==> config.mk <==
export PLATFORM = sky130hd
export DESIGN_NAME = adding_machine_sequencer
export DESIGN_NICKNAME = d
export VERILOG_FILES = /design/src/rtl/adding_machine_sequencer.sv
export SDC_FILE = /design/constraint.sdc
export NUM_CORES = 1
export LEC_CHECK = 0
export BUFFER_PORTS_ARGS = -buffer_cell sky130_fd_sc_hd__clkbuf_2
export CAP_MARGIN = 20
export CORE_AREA = 2 2 123 125
export CTS_CLUSTER_DIAMETER = 100
export DETAILED_ROUTE_END_ITERATION = 8
export DIE_AREA = 0 0 125 127
export PLACE_DENSITY = 0.82
export RECOVER_POWER = 50
export SLEW_MARGIN = 30
export SYNTH_ARGS = -nofsm -noshare
export SYNTH_HDL_FRONTEND = slang
export SYNTH_SLANG_ARGS = --single-unit
==> constraint.sdc <==
create_clock -name clk -period 2.2 [get_ports clk]
set_input_delay 0.66 -clock clk [delete_from_list [all_inputs] [get_ports clk]]
set_output_delay 0.66 -clock clk [all_outputs]
set_load 0.05 [all_outputs]
==> src/rtl/adding_machine_sequencer.sv <==
// adding_machine_sequencer: walks a word-indexed memory from a programmed base
// index for a programmed number of words, registering each word once before
// adding it into a 32-bit accumulator. Provides a start/busy/done handshake,
// a stall input and a sticky overflow flag.
// Optional feature: define ADDSEQ_SATURATE_EN to saturate the accumulator at
// 0xFFFFFFFF on carry-out instead of wrapping modulo 2^32.
module adding_machine_sequencer #(
  parameter int LEN_W = 16
) (
  input  logic             clk,
  input  logic             reset,
  input  logic             start,
  input  logic [29:0]      base_index,
  input  logic [LEN_W-1:0] length,
  input  logic             stall,
  output logic [29:0]      mem_index,
  input  logic [31:0]      mem_data,
  output logic             busy,
  output logic             done,
  output logic [31:0]      sum,
  output logic             overflow
);

  typedef enum logic [1:0] {
    IDLE  = 2'd0,
    FETCH = 2'd1,
    DRAIN = 2'd2,
    DONE  = 2'd3
  } state_t;

  state_t           state;
  logic [29:0]      idx;
  logic [LEN_W-1:0] remaining;
  logic [31:0]      data_p1;
  logic             vld_p1;
  logic [32:0]      acc_next;

  // 33-bit add; bit 32 is the carry-out. With saturation enabled a carry
  // pins the result at all-ones, and since any later nonzero add carries
  // again (and a zero add leaves it unchanged) the sum stays pinned.
  function automatic logic [32:0] acc_add(input logic [31:0] a, input logic [31:0] b);
    logic [32:0] r;
    r = {1'b0, a} + {1'b0, b};
`ifdef ADDSEQ_SATURATE_EN
    if (r[32]) r[31:0] = 32'hFFFF_FFFF;
`endif
    return r;
  endfunction

  // Accumulator candidate: current sum plus the registered word
  always_comb begin
    acc_next = acc_add(sum, data_p1);
  end

  assign mem_index = idx;
  assign busy      = (state == FETCH) || (state == DRAIN);
  assign done      = (state == DONE);

  // Sequencer: fetch stage feeds data_p1, accumulate stage consumes it
  always_ff @(posedge clk) begin
    if (reset) begin
      state     <= IDLE;
      idx       <= '0;
      remaining <= '0;
      data_p1   <= '0;
      vld_p1    <= 1'b0;
      sum       <= '0;
      overflow  <= 1'b0;
    end else begin
      case (state)
        IDLE: begin
          if (start) begin
            sum      <= '0;
            overflow <= 1'b0;
            if (length != '0) begin
              state     <= FETCH;
              idx       <= base_index;
              remaining <= length;
              vld_p1    <= 1'b0;
            end else begin
              state <= DONE;
            end
          end
        end
        FETCH: begin
          if (!stall) begin
            data_p1   <= mem_data;
            vld_p1    <= 1'b1;
            idx       <= idx + 30'd1;
            remaining <= remaining - LEN_W'(1);
            if (vld_p1) begin
              sum      <= acc_next[31:0];
              overflow <= overflow | acc_next[32];
            end
            if (remaining == LEN_W'(1)) state <= DRAIN;
          end
        end
        DRAIN: begin
          if (!stall) begin
            sum      <= acc_next[31:0];
            overflow <= overflow | acc_next[32];
            vld_p1   <= 1'b0;
            state    <= DONE;
          end
        end
        DONE: begin
          state <= IDLE;
        end
        default: state <= IDLE;
      endcase
    end
  end

endmodule

# Word-level counts from Yosys, hierarchy flattened
# Index checks and enable logic that the tools add are counted.
# totals
register_bits	114
in_bits	82
out_inout_bits	65
elab_cells	61
# op_classes
n_addsub	3
eq_ne	10
muxes	29
bitwise	2
reduce_logical	10
# ops
op	count
32-bit 2-to-1 mux	4
32-bit one-hot mux with 3 select lines	1
30-bit 2-to-1 mux	3
30-bit one-hot mux with 2 select lines	1
16-bit 2-to-1 mux	3
32-bit by 32-bit adder with 33-bit output	1
16-bit one-hot mux with 2 select lines	1
30-bit by 1-bit adder with 30-bit output, second input constant	1
16-bit by 1-bit equality test with 1-bit output, second input constant	1
16-bit nonzero test	1
16-bit by 1-bit subtractor with 16-bit output, second input constant	1
2-bit 2-to-1 mux	5
2-bit inequality test, second input constant	5
5-bit AND reduction	2
1-bit 2-to-1 mux	8
2-bit one-hot mux with 4 select lines	1
4-bit AND reduction	2
1-bit one-hot mux with 3 select lines	2
2-bit equality test, second input constant	2
3-bit nonzero test	1
2-bit by 1-bit equality test with 1-bit output, second input constant	1
2-bit logical NOT	1
2-bit by 1-bit inequality test with 1-bit output, second input constant	1
2-bit AND reduction	1
4 further kinds	4

# Logic depth before layout (Yosys ltp)
# logic_depth
ltp_word	5
ltp_mapped	11
mapped_depth_nobuf	9

# Least setup slack after synthesis
# OpenSTA, ideal clock, no wires.
# synth_path
path_kind	flip-flop to flip-flop
startpoint	reg sum[19]
endpoint	reg overflow
setup_time_ns	0.134
arrival_time_ns	2.446
required_time_ns	2.066
slack_ns	-0.380
path_stages_with_launch	10
n_path_buf	1
synth_period_minus_slack_ns	2.580
cell_sequence	dfxtp_1 > ha_1 > buf_2 > a21oi_1 > o21bai_1 > a221o_1 > a41oi_2 > o2bb2ai_1 > a2111oi_2 > nor4_1
# synth_between
elab_chain_cells	5
word_cells_on_any_way	6
# synth_rtl
element	line_no	text
start, declared	20	output logic [31:0] sum,
start signal, assigned	92	sum <= acc_next[31:0];
start signal, assigned	100	sum <= acc_next[31:0];
32-bit by 32-bit adder with 33-bit output *	43	r = {1'b0, a} + {1'b0, b};
1-bit bitwise OR *	93, 101	
1-bit 2-to-1 mux	91	if (vld_p1) begin
1-bit 2-to-1 mux	86	if (!stall) begin
1-bit one-hot mux with 3 select lines *	70	case (state)
end signal, assigned	93	overflow <= overflow | acc_next[32];
end signal, assigned	101	overflow <= overflow | acc_next[32];
end, declared	21	output logic overflow
# Mark *: on every way between the ends. The rest lies on a longest branch, timed or not. The select of a mux whose other input is x is not followed.
# A chain may end at the register's enable or synchronous reset.

# Worst setup path after layout
# layout_path
startpoint	reg sum[15]
endpoint	reg sum[28]
# layout_between
elab_chain_cells	4
word_cells_on_any_way	5
# layout_rtl
element	line_no
32-bit by 32-bit adder with 33-bit output *	43
32-bit 2-to-1 mux	91
32-bit 2-to-1 mux	86
32-bit one-hot mux with 3 select lines *	70
# Marks and branches as above.

==> results.yml <==
finish:
  synthToLayoutAreaGrowth_pct: 41.7
  instances_no_fill: 1381
  drive_gt1_share_pct: 32.5
  n_antenna_cell: 0
  fin_nets: 1307
  layout_common_cells: "nand2_1, buf_4, a21oi_1, clkbuf_2, dfxtp_1"
  final_common_cell: "nand2_1"
sta:
  setup_ws_ps: -87.9
  period_share_pct: 104
  hold_slack_ps: 456
  slew_violations: 0
  skew_ps: 6.66
  hold_viol: 0
  finalCriticalPeriod_ps: 2290
  fin_tns_setup_ps: -170
  setup_viol: 2
  max_freq_mhz: 437
  rsz0062_at_grt: "true"
  slew_headroom_pct: 50.1
  max_slew.worst_pin.slew_ps: 749
global_routing:
  grt_pass1_wl_um: 37000
  grt.overflow.total: 0
  met2_usage_pct: 49.4
  use_met1_pct: 33.0
  antenna_found_initial: 0
  top_usage_layer: "met2"
  track_usage_pct: 28.1
  grt_use_met3_pct: 6.62
  grt_pass1_vias: 7866
  grt_max_degree: 43
worst_setup_path:
  path_buf_inv: 2
  crit_family: "simple AND/OR/NAND/NOR gates"
  cp-start-kind: "flop"
  cp.arrival_ps: 2650
  worstPathMaxFanout: 4
  r2r_setup_slack_ps: -90
  critPathMaxStageDelay_ps: 400
  critPathRequiredTime_ps: 2570
  worstPathCellList: "ha_4 > buf_4 > nand2_1 > o21ai_1 > nor2b_1 > o21ai_0 > a31oi_1 > buf_4 > or4_1 > nand3_1"
  criticalPathCategory: "reg2reg"
  cpMaxStageDelayCell: "or4_1"
  end_kind: "flop"
  crit_top_cell: "buf_4"
yosys:
  synth_top_area_share_pct: 32.2
  ys_ff_latch: 114
  syn_area_per_cell_um2: 7.57
  synth_top_flop_cell: "dfxtp_1"
  netlist_area_um2: 7080
  synth_edf_count: 0
  synth_cell_types: 74
  synthArstFlopShare_pct: 0
  synth_warnings: 0
  synth_fp_nets: 1059
  syn_inst: 936
  yosys.area.top_type: "dfxtp_1"
  synth_seq_area_share_pct: 32.2
  yosys-top-cells-area: "dfxtp_1, a21oi_1, nand2_1, ha_1, o21ai_0"
power:
  combPwrFrac_pct: 47.1
  clkPwrFrac_pct: 26.0
  peakVddDrop_uv: 1130
  p_switching_w: 0.00502
  power.density_nw_per_um2: 1160
  power_leakage_nw: 4.16
  swShare_pct: 43.3
  p_int_w: 0.00658
  p_seq_share_pct: 26.8
placement:
  dp.cells: 1336
  gp_congestion: 0.938
  place_hpwl_um: 15500
  portBuffers: 146
floorplanning:
  start_util_pct: 49.1
  die_h_um: 127
  core_um2: 14400
  num_rows: 44
  die-area_um2: 15900
  ios: 147
  dieWidth_um: 125
detailed_routing:
  wl_um: 23600
  drc: 0
  vias: 8245
  ant_nets: 0
  drtIter0Drc: 722
  wl_per_cell_um: 17.1
  dr.pass1.iters: 5
  via_per_inst: 5.97
clock_tree:
  numClockSinks: 114
  clock_latency_ps: 420
  clock_path_buffers: 2
  path_clk_slew_ps: 60
  cts_tree: "done"
  ctsHoldBuffers: 0
  cts_max_level: 4
  cts-buffers-inserted: 17
  root_buffer: "clkbuf_16"
status:
  status: "complete, but fails checks"
  failed_checks: "setup timing"
job:
  drv_cap: 0
hold_path:
  hold_path_class: "in2reg"
-- power by group through the flow --
stage	Combinational (W)	Clock, W	Sequential, W
after floorplan	0.00269	0	0.00379
after global placement	0.00510	0	0.00305
after detailed placement	0.00519	0	0.00308
after CTS	0.00532	0.00302	0.00305
after global routing	0.00591	0.00314	0.00318
final	0.00547	0.00302	0.00311
-- state kept, by name (all words and copies together), names as in the netlist --
signal and count:
data_p1 32, mem_index 30, overflow 1, remaining 16
state 2, sum 32, vld_p1 1
-- through the flow --
step                      setup WS [ps]  util, %  cell area, um2  total power (W)
after floorplan                   -95.9        -            7140          0.00649
after global placement             -310     61.8            8920          0.00815
after detailed placement           -354     61.8            8920          0.00827
after CTS                         -1.99     67.7            9760           0.0114
after global routing               -169     69.6           10000           0.0122
final                             -87.9     69.6           10000           0.0116
-- routing by layer --
layer / vias to the layer above / routed length (um)
met5: - / 0
met1: 3891 / 9480
met3: 63 / 1560
li1: 3937 / -
met2: 354 / 11900
met4: 0 / 722
-- tightest hold or removal path, stage by stage --
cell and delay, ps:
clkbuf_2 80, nand2_1 40, a21oi_1 50
-- what timing repair did --
action / 4_1_cts / 5_1_grt
pin swaps: 13 / 23
buffers inserted: 4 / 8
gates cloned: 0 / 1
gates resized for setup: 31 / 64
endpoints found under the setup margin: 17 / 24
-- cell usage after synthesis (7+ instances only) --
cell type    n
and2_1      10
nand4_1     21
and3_1      10
xnor2_1      9
ha_1        40
xor2_1      13
inv_1       25
a31oi_1      7
nor3_1      26
mux2i_1      9
nor4_1      12
a21o_1      15
nor2_1      65
a21oi_1    110
a211oi_1    18
buf_2       13
nand3_1     33
clkbuf_1    40
a22oi_1     30
nand2_1    146
o21ai_0     58
dfxtp_1    114
buf_1        7
o311a_1      7
-- logic make-up after synthesis --
logic type / share of synthesized area (%)
XOR/XNOR: 2.72
AO/OA/AOI/OAI: 27.1
buffers and inverters: 4.89
AND/OR/NAND/NOR: 24.3
multiplexers: 1.43
flip-flops: 32.2
adder cells (fa/ha/maj): 7.35
-- cell type report --
| cell class | count | area, um2 |
|---|---|---|
| Fill cell | 1134 | 4390 |
| Inverter | 25 | 93.8 |
| Tap cell | 184 | 230 |
| Clock inverter | 11 | 146 |
| Multi-Input combinational cell | 736 | 4900 |
| Clock buffer | 21 | 503 |
| Timing Repair Buffer | 290 | 1820 |
| Sequential cell | 114 | 2340 |
-- worst paths after layout --
| path | from | to | depth (start not counted) |
|---|---|---|---|
| worst max-delay path | sum[15] | sum[28] | 10 |
| worst min-delay path | mem_data[5] | data_p1[5] | 3 |
| worst max register to register | sum[15] | sum[28] | 10 |
| worst min register to register | data_p1[28] | data_p1[28] | 2 |
Note: power is estimated with default switching activity, not from simulation.
